File: src/rtl/adder_scheduler_pkg.sv
// Shared definitions for the adder scheduler.
//  - state_t      : scheduler FSM states
//  - DATA_W_DEF   : default operand/sum width
//  - clog2()      : index width helper, never returns less than 1
package adder_scheduler_pkg;

  localparam int DATA_W_DEF = 8;

  typedef enum logic [1:0] {
    ST_IDLE  = 2'd0,
    ST_ISSUE = 2'd1,
    ST_WAIT  = 2'd2,
    ST_RESP  = 2'd3
  } state_t;

  // Width needed to index 'value' items; a single item still gets one bit.
  function automatic int clog2(input int value);
    int r;
    r = 0;
    for (int i = 0; i < 31; i++) begin
      if ((1 << i) < value) r = i + 1;
    end
    return (r < 1) ? 1 : r;
  endfunction

endpackage

File: src/rtl/adder_scheduler_rr_arbiter.sv
// Round-robin arbiter, purely combinational.
//  i_req   : request vector
//  i_ptr   : index of the last granted requester
//  o_grant : one-hot grant (zero when no request)
//  o_idx   : index of the granted requester
//  o_any   : at least one request present
// The search starts at i_ptr+1 and wraps, so the last winner has lowest priority.
module adder_scheduler_rr_arbiter
  import adder_scheduler_pkg::*;
#(
  parameter int NUM_REQ = 4,
  parameter int IDX_W   = 2
) (
  input  logic [NUM_REQ-1:0] i_req,
  input  logic [IDX_W-1:0]   i_ptr,
  output logic [NUM_REQ-1:0] o_grant,
  output logic [IDX_W-1:0]   o_idx,
  output logic               o_any
);

  int w_cand;

  always_comb begin
    o_grant = '0;
    o_idx   = '0;
    o_any   = 1'b0;
    w_cand  = 0;
    for (int off = 1; off <= NUM_REQ; off++) begin
      w_cand = int'(i_ptr) + off;
      if (w_cand >= NUM_REQ) w_cand = w_cand - NUM_REQ;
      if (!o_any && i_req[w_cand]) begin
        o_any           = 1'b1;
        o_grant[w_cand] = 1'b1;
        o_idx           = IDX_W'(w_cand);
      end
    end
  end

endmodule

File: src/rtl/adder_scheduler.sv
// Shares one fixed-latency adder between NUM_REQ requesters.
// One transaction in flight: IDLE (arbitrate) -> ISSUE (pulse the adder)
// -> WAIT (count out the adder latency) -> RESP (hold result until taken).
// Ports:
//  clk, rst              : clock, asynchronous active-high reset
//  req_valid_i/ready_o   : per-requester handshake, ready is one-hot or zero
//  req_op1_i/req_op2_i   : packed operands, requester k at [k*DATA_W +: DATA_W]
//  add_op1_o/op2_o/valid_o, add_sum_i : adder interface
//  rsp_valid_o/ready_i, rsp_id_o, rsp_sum_o : response port
//  busy_o                : high whenever not idle
module adder_scheduler
  import adder_scheduler_pkg::*;
#(
  parameter int NUM_REQ = 4,
  parameter int DATA_W  = DATA_W_DEF,
  parameter int ADD_LAT = 2
) (
  input  logic                        clk,
  input  logic                        rst,
  input  logic [NUM_REQ-1:0]          req_valid_i,
  output logic [NUM_REQ-1:0]          req_ready_o,
  input  logic [NUM_REQ*DATA_W-1:0]   req_op1_i,
  input  logic [NUM_REQ*DATA_W-1:0]   req_op2_i,
  output logic [DATA_W-1:0]           add_op1_o,
  output logic [DATA_W-1:0]           add_op2_o,
  output logic                        add_valid_o,
  input  logic [DATA_W-1:0]           add_sum_i,
  output logic                        rsp_valid_o,
  input  logic                        rsp_ready_i,
  output logic [clog2(NUM_REQ)-1:0]   rsp_id_o,
  output logic [DATA_W-1:0]           rsp_sum_o,
  output logic                        busy_o
);

  localparam int ID_W  = clog2(NUM_REQ);
  localparam int CNT_W = clog2(ADD_LAT + 1);

  state_t             r_state;
  state_t             w_state_next;
  logic [ID_W-1:0]    r_ptr;
  logic [ID_W-1:0]    r_id;
  logic [DATA_W-1:0]  r_op1;
  logic [DATA_W-1:0]  r_op2;
  logic [DATA_W-1:0]  r_sum;
  logic [CNT_W-1:0]   r_cnt;

  logic [NUM_REQ-1:0] w_grant;
  logic [ID_W-1:0]    w_idx;
  logic               w_any;
  logic               w_accept;

  logic [DATA_W-1:0]  w_op1 [NUM_REQ];
  logic [DATA_W-1:0]  w_op2 [NUM_REQ];

  generate
    for (genvar gi = 0; gi < NUM_REQ; gi++) begin : g_unpack
      assign w_op1[gi] = req_op1_i[gi*DATA_W +: DATA_W];
      assign w_op2[gi] = req_op2_i[gi*DATA_W +: DATA_W];
    end
  endgenerate

  adder_scheduler_rr_arbiter #(
    .NUM_REQ (NUM_REQ),
    .IDX_W   (ID_W)
  ) u_arb (
    .i_req   (req_valid_i),
    .i_ptr   (r_ptr),
    .o_grant (w_grant),
    .o_idx   (w_idx),
    .o_any   (w_any)
  );

  // The grant is derived from req_valid_i, so any grant in IDLE is a handshake.
  assign w_accept = (r_state == ST_IDLE) && w_any;

  always_ff @(posedge clk or posedge rst) begin
    if (rst) begin
      r_state <= ST_IDLE;
      r_ptr   <= ID_W'(NUM_REQ - 1);  // requester 0 wins first
      r_id    <= '0;
      r_op1   <= '0;
      r_op2   <= '0;
      r_sum   <= '0;
      r_cnt   <= '0;
    end else begin
      r_state <= w_state_next;
      case (r_state)
        ST_IDLE: begin
          if (w_accept) begin
            r_op1 <= w_op1[w_idx];
            r_op2 <= w_op2[w_idx];
            r_id  <= w_idx;
            r_ptr <= w_idx;
          end
        end
        ST_ISSUE: r_cnt <= CNT_W'(ADD_LAT - 1);
        ST_WAIT: begin
          // Counter reaching zero marks the edge ending cycle ISSUE+ADD_LAT.
          if (r_cnt == '0) r_sum <= add_sum_i;
          else             r_cnt <= r_cnt - 1'b1;
        end
        default: ;
      endcase
    end
  end

  always_comb begin
    w_state_next = r_state;
    req_ready_o  = '0;
    add_valid_o  = 1'b0;
    rsp_valid_o  = 1'b0;
    case (r_state)
      ST_IDLE: begin
        req_ready_o = w_grant;
        if (w_any) w_state_next = ST_ISSUE;
      end
      ST_ISSUE: begin
        add_valid_o  = 1'b1;
        w_state_next = ST_WAIT;
      end
      ST_WAIT: begin
        if (r_cnt == '0) w_state_next = ST_RESP;
      end
      ST_RESP: begin
        rsp_valid_o = 1'b1;
        if (rsp_ready_i) w_state_next = ST_IDLE;
      end
      default: w_state_next = ST_IDLE;
    endcase
  end

  // Operands stay on the adder bus until the next grant overwrites them.
  assign add_op1_o = r_op1;
  assign add_op2_o = r_op2;
  assign rsp_id_o  = r_id;
  assign rsp_sum_o = r_sum;
  assign busy_o    = (r_state != ST_IDLE);

endmodule

File: config.mk
export PLATFORM = sky130hd
export DESIGN_NAME = adder_scheduler
export DESIGN_NICKNAME = d
export VERILOG_FILES = /design/src/rtl/adder_scheduler_pkg.sv /design/src/rtl/adder_scheduler_rr_arbiter.sv /design/src/rtl/adder_scheduler.sv
export SDC_FILE = /design/constraint.sdc
export NUM_CORES = 1
export LEC_CHECK = 0
export ABC_CLOCK_PERIOD_IN_PS = 5500
export CELL_PAD_IN_SITES_DETAIL_PLACEMENT = 0
export CELL_PAD_IN_SITES_GLOBAL_PLACEMENT = 1
export CORE_MARGIN = 2
export CORE_UTILIZATION = 31
export DETAILED_ROUTE_END_ITERATION = 10
export PLACE_DENSITY = 0.86
export SYNTH_ARGS = -nofsm -noshare
export SYNTH_HDL_FRONTEND = slang
export SYNTH_HIERARCHICAL = 1
export SYNTH_SLANG_ARGS = --single-unit
File: constraint.sdc
create_clock -name clk -period 5.5 [get_ports clk]
set_clock_uncertainty 0.05 [all_clocks]
set_input_delay 0.825 -clock clk [delete_from_list [all_inputs] [get_ports clk]]
set_output_delay 0.825 -clock clk [all_outputs]
set_load 0.02 [all_outputs]
* After elaboration in Yosys (flattened, before gate mapping)
Cells that the tools add are included. W data, S select, Z words.
Word-level totals: bits in registers 32, bits of input ports 79, logic and storage cells 110
Cells by class: $add $sub $neg 9, magnitude comparators 13, equality and inequality tests 7, muxes and demuxes 51, bitwise operators 4, reduce and logical (&&, ||, !) cells 19
Operators by type and width (number):
- $ge A32 B1 Y1 const B | 4
- $ge A32 B4 Y1 const B | 4
- $lt A32 B4 Y1 const B | 4
- $mux W32 | 4
- $sub A32 B4 Y32 const B | 4
- $bmux W8 S2 | 2
- $mux W8 | 4
- $mux W4 | 5
- $mux W1 | 18
- $mux W2 | 8
- $or A4 B4 Y4 | 3
- $bmux W1 S2 | 4
- $demux W1 S2 | 4
- $logic_and A1 B1 Y1 | 8
- $ne A2 B2 Y1 const B | 4
- $pmux W2 S4 | 1
- $add A2 B2 Y3 const B | 2
- $reduce_and A2 Y1 | 3
- $add A2 B3 Y4 const B | 1
- $eq A2 B2 Y1 const B | 2
- $logic_not A2 Y1 | 2
- $pmux W2 S2 | 1
- $reduce_bool A2 Y1 | 2
- $add A2 B1 Y3 const B | 1
- other kinds (6) | 8

* Logic depth before layout (Yosys ltp)
Gate-level depths: netlist (run 1).
depth after elaboration 20, gate-level depth with buffers 13, depth with buffers taken out 8

* By module
The synthesis (run 1) kept the hierarchy.
By module, submodules not included:
- adder_scheduler | instances 1, cells each 152, area each 1785.5 um2, seq. area each 803.3 um2
- adder_scheduler_rr_arbiter | instances 1, cells each 80, area each 636.9 um2, seq. area each 0.0 um2

* Least setup slack after synthesis (run 1)
Ideal clock, no wire load.
path type reg2out, start point reg r_ptr[0], end point out req_ready_o[0], arrival 3.313 ns, path slack 1.312 ns, stages on the path, launching flop included 11, path buffers 3, path through dfstp_2 > clkbuf_1 > clkbuf_1 > inv_1 > ha_1 > buf_6 > mux4_2 > or2_1 > nor3b_1 > o2bb2ai_1 > and2_1
On the way: longest elaborated chain between the ends 17
RTL lines:
- from (decl) | RTL line adder_scheduler.sv:40 | logic [ID_W-1:0] r_ptr;
- from (signal assigned) | RTL line adder_scheduler.sv:79 | r_ptr <= ID_W'(NUM_REQ - 1);
- from (signal assigned) | RTL line adder_scheduler.sv:93 | r_ptr <= w_idx;
- parallel branches: the longest is 15 deep, another holds $sub A32 B4 Y32
- $mux W4 * | RTL line adder_scheduler_rr_arbiter.sv:31 | if (!o_any && i_req[w_cand]) begin
- net w_grant[0] | RTL line adder_scheduler.sv:47 | logic [NUM_REQ-1:0] w_grant;
- $mux W4 * | RTL line adder_scheduler.sv:112 | case (r_state)
- to (decl) | RTL line adder_scheduler.sv:21 | output logic [NUM_REQ-1:0] req_ready_o,
Mark *: on every way through the listed nets, which the timed path passes. The select of a mux whose other input is x is not followed.

* Final worst setup path (run 1)
start point reg r_ptr[0], end point out req_ready_o[3]
Same word-level chain as after synthesis.

==> results of run 1 <==
[cell usage after synthesis]
library cell and n:
nand4_1 2, clkbuf_1 6, o221a_2 1, mux2i_1 38
nor3b_1 2, buf_2 5, o22ai_1 10, nand2b_1 7
clkbuf_2 2, and2_1 5, o221ai_2 10, dfrtp_1 30
a21oi_1 1, nor2b_1 4, buf_6 3, nand3b_1 1
o21ai_0 3, o31a_1 1, ha_1 14, dfstp_2 2
nand4b_1 1, and3_1 1, a211oi_1 4, nand2_1 31
mux4_2 4, mux2_2 9, o311ai_0 1, o21a_1 2
nand3_2 1, o2bb2ai_1 5, o221ai_1 6, nor2_1 4
mux2_4 1, inv_1 10, nand3_1 1, or4_1 1
a211o_1 1, or2_1 2
[per-stage QoR]
stage               hold WS, ns  setup slack (ns)  power [mW]  cells  utilization
floorplan                 0.406              1.31        1.48    232            -
global placement          0.410             0.826        1.92    432        0.472
detailed placement        0.413             0.725        1.94    432        0.472
finish                    0.436             0.414        2.15    440        0.486
CTS                       0.444             0.410        2.17    440        0.486
global route              0.457             0.199        2.33    440        0.486
[power groups by stage]
stage / Sequential (mW) / Clock [mW] / Combinational (mW)
2_1_floorplan: 0.544 / 0 / 0.934
3_3_place_gp: 0.463 / 0 / 1.45
3_5_place_dp: 0.468 / 0 / 1.47
4_1_cts: 0.464 / 0.231 / 1.48
5_1_grt: 0.485 / 0.243 / 1.60
6_report: 0.464 / 0.221 / 1.46
[how the worst min path moves through the flow]
stage | from | to | slack (ns) | cells after the start
finish | rsp_id_o[1] | rsp_id_o[1] | 0.44 | 2
global route | r_cnt[1] | r_cnt[1] | 0.46 | 1
CTS | rsp_id_o[1] | rsp_id_o[1] | 0.44 | 2
detailed placement | rsp_id_o[1] | rsp_id_o[1] | 0.41 | 2
global placement | rsp_id_o[1] | rsp_id_o[1] | 0.41 | 2
floorplan | r_cnt[1] | r_cnt[1] | 0.41 | 1
[worst max-delay path, stage by stage, from the launching register on]
cell             delay (ns)
dfstp_2                0.82
inv_1                  0.19
ha_1                   0.55
mux4_2                 0.66
or2_1                  0.29
nor3b_1                0.50
o2bb2ai_1              0.17
and2_1                 0.14
clkdlybuf4s50_1        0.61
[state kept, by name (all words and copies together) (netlist names)]
register,flops
add_op1_o,8
add_op2_o,8
r_cnt,2
r_ptr,2
r_state,2
rsp_id_o,2
rsp_sum_o,8
[kinds of logic (layout without fill, tap and decap cells)]
family | Yosys count | in the layout
and+or+nand+nor | 63 | 63
muxes | 52 | 52
AOI/OAI and AO/OA | 45 | 45
DFF | 32 | 32
buffers and inverters | 26 | 132
adders and majority gates | 14 | 14
[cell type report]
| cell class | instances | area (sq um) |
|---|---|---|
| clock buffer | 6 | 72.6 |
| clock inverter | 2 | 35.0 |
| fill | 700 | 3930 |
| inverter | 10 | 37.5 |
| multi-input combinational | 174 | 1500 |
| sequential | 32 | 803 |
| tap | 102 | 128 |
| timing repair buffer | 114 | 1130 |
[layout by cell type, fill, tap and decap left out, types with 2 or more instances in the layout]
master           netlist  routed
mux4_2                 4       4
clkdlybuf4s50_1        0     111
nor2b_1                4       4
o21a_1                 2       2
dfstp_2                2       2
mux2i_1               38      38
nand2b_1               7       7
nand4_1                2       2
o22ai_1               10       9
buf_4                  0       3
nor3b_1                2       2
a211oi_1               4       4
mux2_2                 9       9
o2bb2ai_1              5       5
nor2_1                 4       4
o221ai_2              10      10
clkbuf_8               0       5
inv_1                 10      10
o221ai_1               6       6
o21ai_0                3       3
ha_1                  14      14
or2_1                  2       2
nand2_1               31      31
and2_1                 5       5
dfrtp_1               30      30
[layer usage]
metal  share of wire  vias to the layer above  global-route usage  wire length, microns
li1                -                     1072                   -                     -
met1            0.43                     1021               0.190                  2880
met2            0.48                       80               0.262                  3260
met3           0.071                       10              0.0415                   478
met4           0.017                        0              0.0485                   114
met5               0                        -                   0                     0
==> results.cfg, run 1 <==
[timing]
period_share = 0.925
worst_slew_pin_slew_ns = 0.845
finalHoldViolations = 0
rsz0062_at_grt = false
setup_viol = 0
fmax_mhz = 197
max_slew_margin = 0.437
fin_crit_ns = 5.09
drv_slew = 0
tns_ns = 0

[drt]
drtIter0Drc = 54
wl_per_cell_microns = 15.3
vias = 2183
vias_per_cell = 4.96
drtPass1Iterations = 4
ant_nets = 0
routed_wl_mm = 6.73
drc = 0

[worst_setup_path]
cp-start-kind = flop
critPathMaxFanout = 24
cp-startpoint = r_ptr[0]
crit_end = req_ready_o[3]
crit_type = flop to output port
worstPathArrival_ns = 4.21
cp.required_ns = 4.62
worst-r2r-setup-slack_ns = 1.29
r2r_end = add_op1_o[3]
end_kind = output port
reg2reg_from = r_ptr[0]
rr_worst_depth = 9

[cts]
htreeDepth = 2
cts_root_buffer = clkbuf_8
clock_sinks = 32
cts.clk_slew.worst_paths_ns = 0.07
post_cts_buffers = 0
clockBufferDepth = 2
clock_latency_ns = 0.28
tritoncts = done
hold_buffers = 0
cts_resized = 0
numCtsBuffers = 5

[floorplan]
die_x_microns = 92.4
ios = 112
rows = 32
die-area_sq_um = 8540
coreArea_sq_um = 7650
start_util = 0.317
fp.dieH_microns = 92.4

[cells_and_area]
drive_above_1_share = 0.115
layout.nets = 430
area_growth_pct = 53.3
postLayoutCellArea_sq_um = 3710
diodes = 0

[synth]
yosysSeqAreaShare = 0.332
synth_top_family_by_area = multiplexers
synth-simple-area-share = 0.131
synth_top_area_frac = 0.310
synth_fa_ha_area_frac = 0.0723
synthesis.area_sq_um = 2420
yosys_warnings = 6
syn_avg_cell_area_sq_um = 10.4
synthCells = 232
yosysTopAreaCell = dfrtp_1
synth_compound_area_frac = 0.170
muxShareOfSynthArea = 0.242
synth_fp_nets = 325
ys_ff_latch = 32
yosysUniqueCellTypes = 38
synthXorXnorAreaFrac = 0
synth.area.top_cells = dfrtp_1 (31%), mux2i_1 (16%), ha_1 (7.2%)

[min_path]
hp-class = flop to flop

[power_and_ir_drop]
seq_power_share = 0.216
p_per_area_nw_per_um2 = 578
clkPwrFrac = 0.103
power.leakage_nw = 1.55
p_int_mw = 1.20
p_sw_uw = 943
vdd_drop_max_uv = 295
pwr-share-comb = 0.681
swShare = 0.440

[place]
place_area_sq_um = 3610
place_congestion = 0.839
numPortBuffers = 111
place_hpwl_mm = 5.05

[grt]
overflow = 0
grt_pass1_wl_mm = 10.6
antenna_found_initial = 0
grt_max_degree = 25
grt_pass1_vias = 2219
grtUsageTotal = 0.154

[outcome]
status = finished, final reports clean

[flow_run]
maxCapViolations = 0
Power figures use the tool's default switching activity.
==> run 2: changes to the inputs <==
--- a/config.mk
+++ b/config.mk
@@ -5,13 +5,13 @@
 export SDC_FILE = /design/constraint.sdc
 export NUM_CORES = 1
 export LEC_CHECK = 0
-export ABC_CLOCK_PERIOD_IN_PS = 5500
+export ABC_CLOCK_PERIOD_IN_PS = 4500
 export CELL_PAD_IN_SITES_DETAIL_PLACEMENT = 0
 export CELL_PAD_IN_SITES_GLOBAL_PLACEMENT = 1
 export CORE_MARGIN = 2
-export CORE_UTILIZATION = 31
+export CORE_UTILIZATION = 28
 export DETAILED_ROUTE_END_ITERATION = 10
-export PLACE_DENSITY = 0.86
+export PLACE_DENSITY = 0.83
 export SYNTH_ARGS = -nofsm -noshare
 export SYNTH_HDL_FRONTEND = slang
 export SYNTH_HIERARCHICAL = 1
==> constraint.sdc (replaced) <==
create_clock -name clk -period 4.5 [get_ports clk]
set_clock_uncertainty 0.05 [all_clocks]
set_input_delay 0.675 -clock clk [delete_from_list [all_inputs] [get_ports clk]]
set_output_delay 0.675 -clock clk [all_outputs]
set_load 0.02 [all_outputs]
==> run 2 against run 1 <==
  * Sequential share of layout area decreased by 0.19 points
  * Clock power up 23%
  * Cell area up 0.91%
  * Critical path type unchanged
  * Non-clock buffer count rose by 4
  * Worst hold slack got worse by 0.0060 ns
  * Count of clock-buffer cells in the layout unchanged
  * First-iteration DRC count grew 100%
==> results.cfg, run 2 (synthesized netlist as in run 1, its figures left out) <==
[drt]
routed_wl_mm = 6.84
drtPass1Iterations = 5
drc = 0
ant_nets = 0
wl_per_cell_microns = 15.3
vias_per_cell = 4.91
vias = 2196
drtIter0Drc = 110

[worst_setup_path]
cp_slowest_cell = mux4_2
crit_end = req_ready_o[1]
cp-start-kind = flop
crit_type = flop to output port
worstPathArrival_ns = 3.54
worst-r2r-setup-slack_ns = 0.92
r2r_end = add_op2_o[0]
critPathMaxFanout = 10
cp-startpoint = r_ptr[1]
path_cells = inv_1 > ha_1 > mux4_2 > or2_1 > nor3b_1 > o2bb2ai_1 > and2_1 > clkdlybuf4s50_1
end_kind = output port
reg2reg_from = r_ptr[1]
slowest_delay_ns = 0.60
rr_worst_depth = 8
cp.required_ns = 3.77

[cts]
cts_root_buffer = clkbuf_8
hold_buffers = 0
tritoncts = done
post_cts_buffers = 0
clock_latency_ns = 0.28
numCtsBuffers = 5
clock_sinks = 32
cts_resized = 0
htreeDepth = 2
clockBufferDepth = 2
cts.clk_slew.worst_paths_ns = 0.07

[place]
place_congestion = 0.791
place_area_sq_um = 3640
place_hpwl_mm = 5.26
numPortBuffers = 111
place_ws_ns = 0.257

[min_path]
hp-class = flop to flop
hold_path_startpoint = rsp_id_o[0]

[grt]
grtUsageTotal = 0.145
grt_max_degree = 34
grt_pass1_vias = 2295
overflow = 0
antenna_found_initial = 0
grt_pass1_wl_mm = 11.4

[timing]
period_share = 0.947
fin_crit_ns = 4.26
finalHoldViolations = 0
drv_slew = 0
fmax_mhz = 235
setup_slack_ns = 0.238
max_slew_margin = 0.466
rsz0062_at_grt = false
tns_ns = 0
worst_slew_pin_slew_ns = 0.802
setup_viol = 0

[power_and_ir_drop]
vdd_drop_max_uv = 354
p_per_area_nw_per_um2 = 706
power.leakage_nw = 1.57

[floorplan]
die-area_sq_um = 9410
ios = 112
fp.dieH_microns = 97.0
die_x_microns = 97.0
start_util = 0.292
rows = 33
coreArea_sq_um = 8300

[cells_and_area]
postLayoutCellArea_sq_um = 3750
layout.nets = 434
area_growth_pct = 54.7
layout_common_cells = clkdlybuf4s50_1 (111), mux2i_1 (38), nand2_1 (31), dfrtp_1 (30), ha_1 (14)
layout_commonest_cell = clkdlybuf4s50_1
drive_above_1_share = 0.126
diodes = 0
fill_cells = 796

[outcome]
status = finished, final reports clean

[flow_run]
maxCapViolations = 0
[run 2: changes by cell type in the layout (fill, tap and decap cells not counted), sizes merged]
cell | previous run | this run
buf | 3 | 7
[run 2: area by class of cell]
| type | instances | area (sq um) | share of cell area |
|---|---|---|---|
| tap | 105 | 131 | 0.0351 |
| multi-input combinational | 174 | 1500 | 0.401 |
| sequential | 32 | 803 | 0.214 |
| inverter | 10 | 37.5 | 0.0100 |
| timing repair buffer | 118 | 1160 | 0.311 |
| clock inverter | 2 | 35.0 | 0.00935 |
| clock buffer | 6 | 72.6 | 0.0194 |
[run 2: critical path: cells and delay by family (launching register included)]
family	cells	cell delay, ns
DFF	1	0.53
adders and majority gates	1	0.34
AOI/OAI and AO/OA	1	0.18
and+or+nand+nor	3	0.90
muxes	1	0.60
buffers and inverters	2	0.71
[run 2: routing by layer]
layer	GRT usage	part of all wire	wire (microns)	vias up
li1	-	-	-	1074
met1	0.182	0.43	2970	1057
met2	0.252	0.50	3420	63
met3	0.0462	0.065	445	2
met4	0.0163	0.00088	6	0
met5	0	0	0	-
[run 2: where the power goes]
part           switching [mW]  leakage (nW)  internal [mW]  total, mW
logic                   0.982          1.12          0.876       1.86
registers              0.0724         0.386          0.444      0.517
clock network           0.107        0.0552          0.164      0.272
[run 2: worst min-delay path by stage]
stage	end	slack, ns	cells after the start
floorplan	r_cnt[1]	0.41	1
global placement	rsp_id_o[1]	0.41	2
detailed placement	rsp_id_o[0]	0.41	2
CTS	rsp_id_o[0]	0.43	2
global route	rsp_id_o[0]	0.45	2
finish	rsp_id_o[0]	0.43	2
[run 2: per-stage QoR]
step,utilization,std cells,power (mW),hold slack (ns)
3_5_place_dp,0.439,439,2.40,0.412
2_1_floorplan,-,232,1.81,0.406
5_1_grt,0.452,447,2.86,0.455
4_1_cts,0.452,447,2.68,0.430
3_3_place_gp,0.439,439,2.37,0.410
6_report,0.452,447,2.65,0.430
==> RTL change, RTL diff (flow settings as in run 2) <==
Encoding of `state_t`: now Gray code (2 bits for 4 states).
--- a/src/rtl/adder_scheduler_pkg.sv
+++ b/src/rtl/adder_scheduler_pkg.sv
@@ -7,10 +7,10 @@
   localparam int DATA_W_DEF = 8;
 
   typedef enum logic [1:0] {
-    ST_IDLE  = 2'd0,
-    ST_ISSUE = 2'd1,
-    ST_WAIT  = 2'd2,
-    ST_RESP  = 2'd3
+    ST_IDLE  = 2'b00,
+    ST_ISSUE = 2'b01,
+    ST_WAIT  = 2'b11,
+    ST_RESP  = 2'b10
   } state_t;
 
   // Width needed to index 'value' items; a single item still gets one bit.
Formal check against the unedited RTL: no difference found for any inputs over 10 cycles, from zero or initial values and one cycle with rst high; not proved beyond that.
==> RTL change against run 2 <==
  * Count of clock-buffer cells in the layout grew 1
  * Critical path depth is 1 higher
  * Critical endpoint unchanged
  * Power decreased by 5.0%
  * Synthesized area fell by 4.0%
  * Routed wire length down 6.1%
  * Final cell count is 1.3% lower
  * Sequential cell count unchanged
  * Design area decreased by 2.0%
  * Die area down 3.9%
  * First-iteration DRC count decreased by 35%
  * Setup slack lost 0.013 ns
==> RTL change: results <==
metrics = {
    "status": {
        "status": "finished, final reports clean",
    },
    "timing": {
        "tightest_slew_ns": 0.6818,
    },
    "detailed_routing": {
        "finalWirelength_um": 6424,
        "via_per_inst": 4.868,
        "dr.pass1.iters": 4,
        "routedWlPerCell_um": 14.57,
        "drt_iter0_markers": 71,
    },
    "power_and_ir_drop": {
        "switching_share_pct": 41.82,
        "clockPowerShare_pct": 11.7,
        "powerClk_mw": 0.294,
        "p_comb_mw": 1.67,
    },
    "worst_setup_path": {
        "cpPeakStageDelay_ns": 0.71,
        "cp_max_fo": 14,
        "crit_family": "buffers and inverters",
    },
    "placement": {
        "post-place-cells": 433,
        "placed_cell_area_um2": 3542,
        "dp_hpwl_um": 4906,
        "place_congestion": 0.8369,
    },
    "final_layout": {
        "finalNetCount": 423,
        "drive_above_1_share_pct": 10.42,
    },
    "yosys": {
        "ys_seq_area_share_pct": 34.55,
        "synth_cell_types": 40,
        "yosys-top-cells-area": "dfrtp_1 (32%), mux2i_1 (16%), o221ai_1 (6.0%)",
        "synthCells": 228,
        "syn_nets": 316,
    },
    "grt": {
        "grt_max_degree": 33,
        "grt_util_all_layers_pct": 14.05,
        "grtUsageMet1_pct": 18.49,
        "grt_use_met2_pct": 23.18,
        "use_met3_pct": 3.478,
    },
}
-- RTL change: cell count changes after synthesis, moves of 2 or more --
| cell | change |
|---|---|
| nand2_1 | -6 |
| nand3b_1 | +2 |
| o221ai_2 | -10 |
| nor2_1 | +2 |
| ha_1 | -5 |
| o221ai_1 | +10 |
-- RTL change: worst reg2reg max path: stages, from the launching register on --
cell      delay (ns)
dfstp_4         0.71
inv_1           0.15
ha_1            0.34
buf_4           0.18
mux2i_1         0.54
o311ai_0        0.31
o22ai_4         0.61
buf_12          0.27
mux2i_1         0.25
o221ai_1        0.13
-- RTL change: logic make-up (layout without fill, tap and decap cells) --
family | after synthesis | count (layout) | share of synthesized area, %
simple gates | 61 | 61 | 14.05
fa+ha+maj | 9 | 9 | 4.844
buf+inv | 27 | 135 | 5.759
compound gates | 47 | 47 | 15.34
flops | 32 | 32 | 34.55
mux | 52 | 52 | 25.46
-- RTL change: layer usage --
metal / routed length [um] / share of wire (%)
met5: 0 / 0
met2: 3229 / 50
met3: 385 / 6.0
met4: 63 / 0.98
met1: 2746 / 43
-- RTL change: layout make-up --
class	instances	area [um^2]	area share (%)
multi-input combinational	169	1401	38.16
clock inverter	1	30.03	0.8177
timing repair buffer	117	1169	31.82
inverter	10	37.54	1.022
clock buffer	7	96.34	2.624
tap	105	131.4	3.578
sequential	32	807.0	21.98
-- RTL change: path summary, 6_finish.rpt --
kind / from / end / slack (ns) / cells past startpoint
min reg2reg: rsp_id_o[1] / rsp_id_o[1] / 0.44 / 2
max in group asynchronous: rst / r_ptr[0] / 3.32 / 3
min: rsp_id_o[1] / rsp_id_o[1] / 0.44 / 2
max: r_ptr[1] / req_ready_o[1] / 0.22 / 9
max reg2reg: r_ptr[1] / add_op2_o[7] / 0.83 / 9
min in group asynchronous: rst / add_op2_o[4] / 0.74 / 3
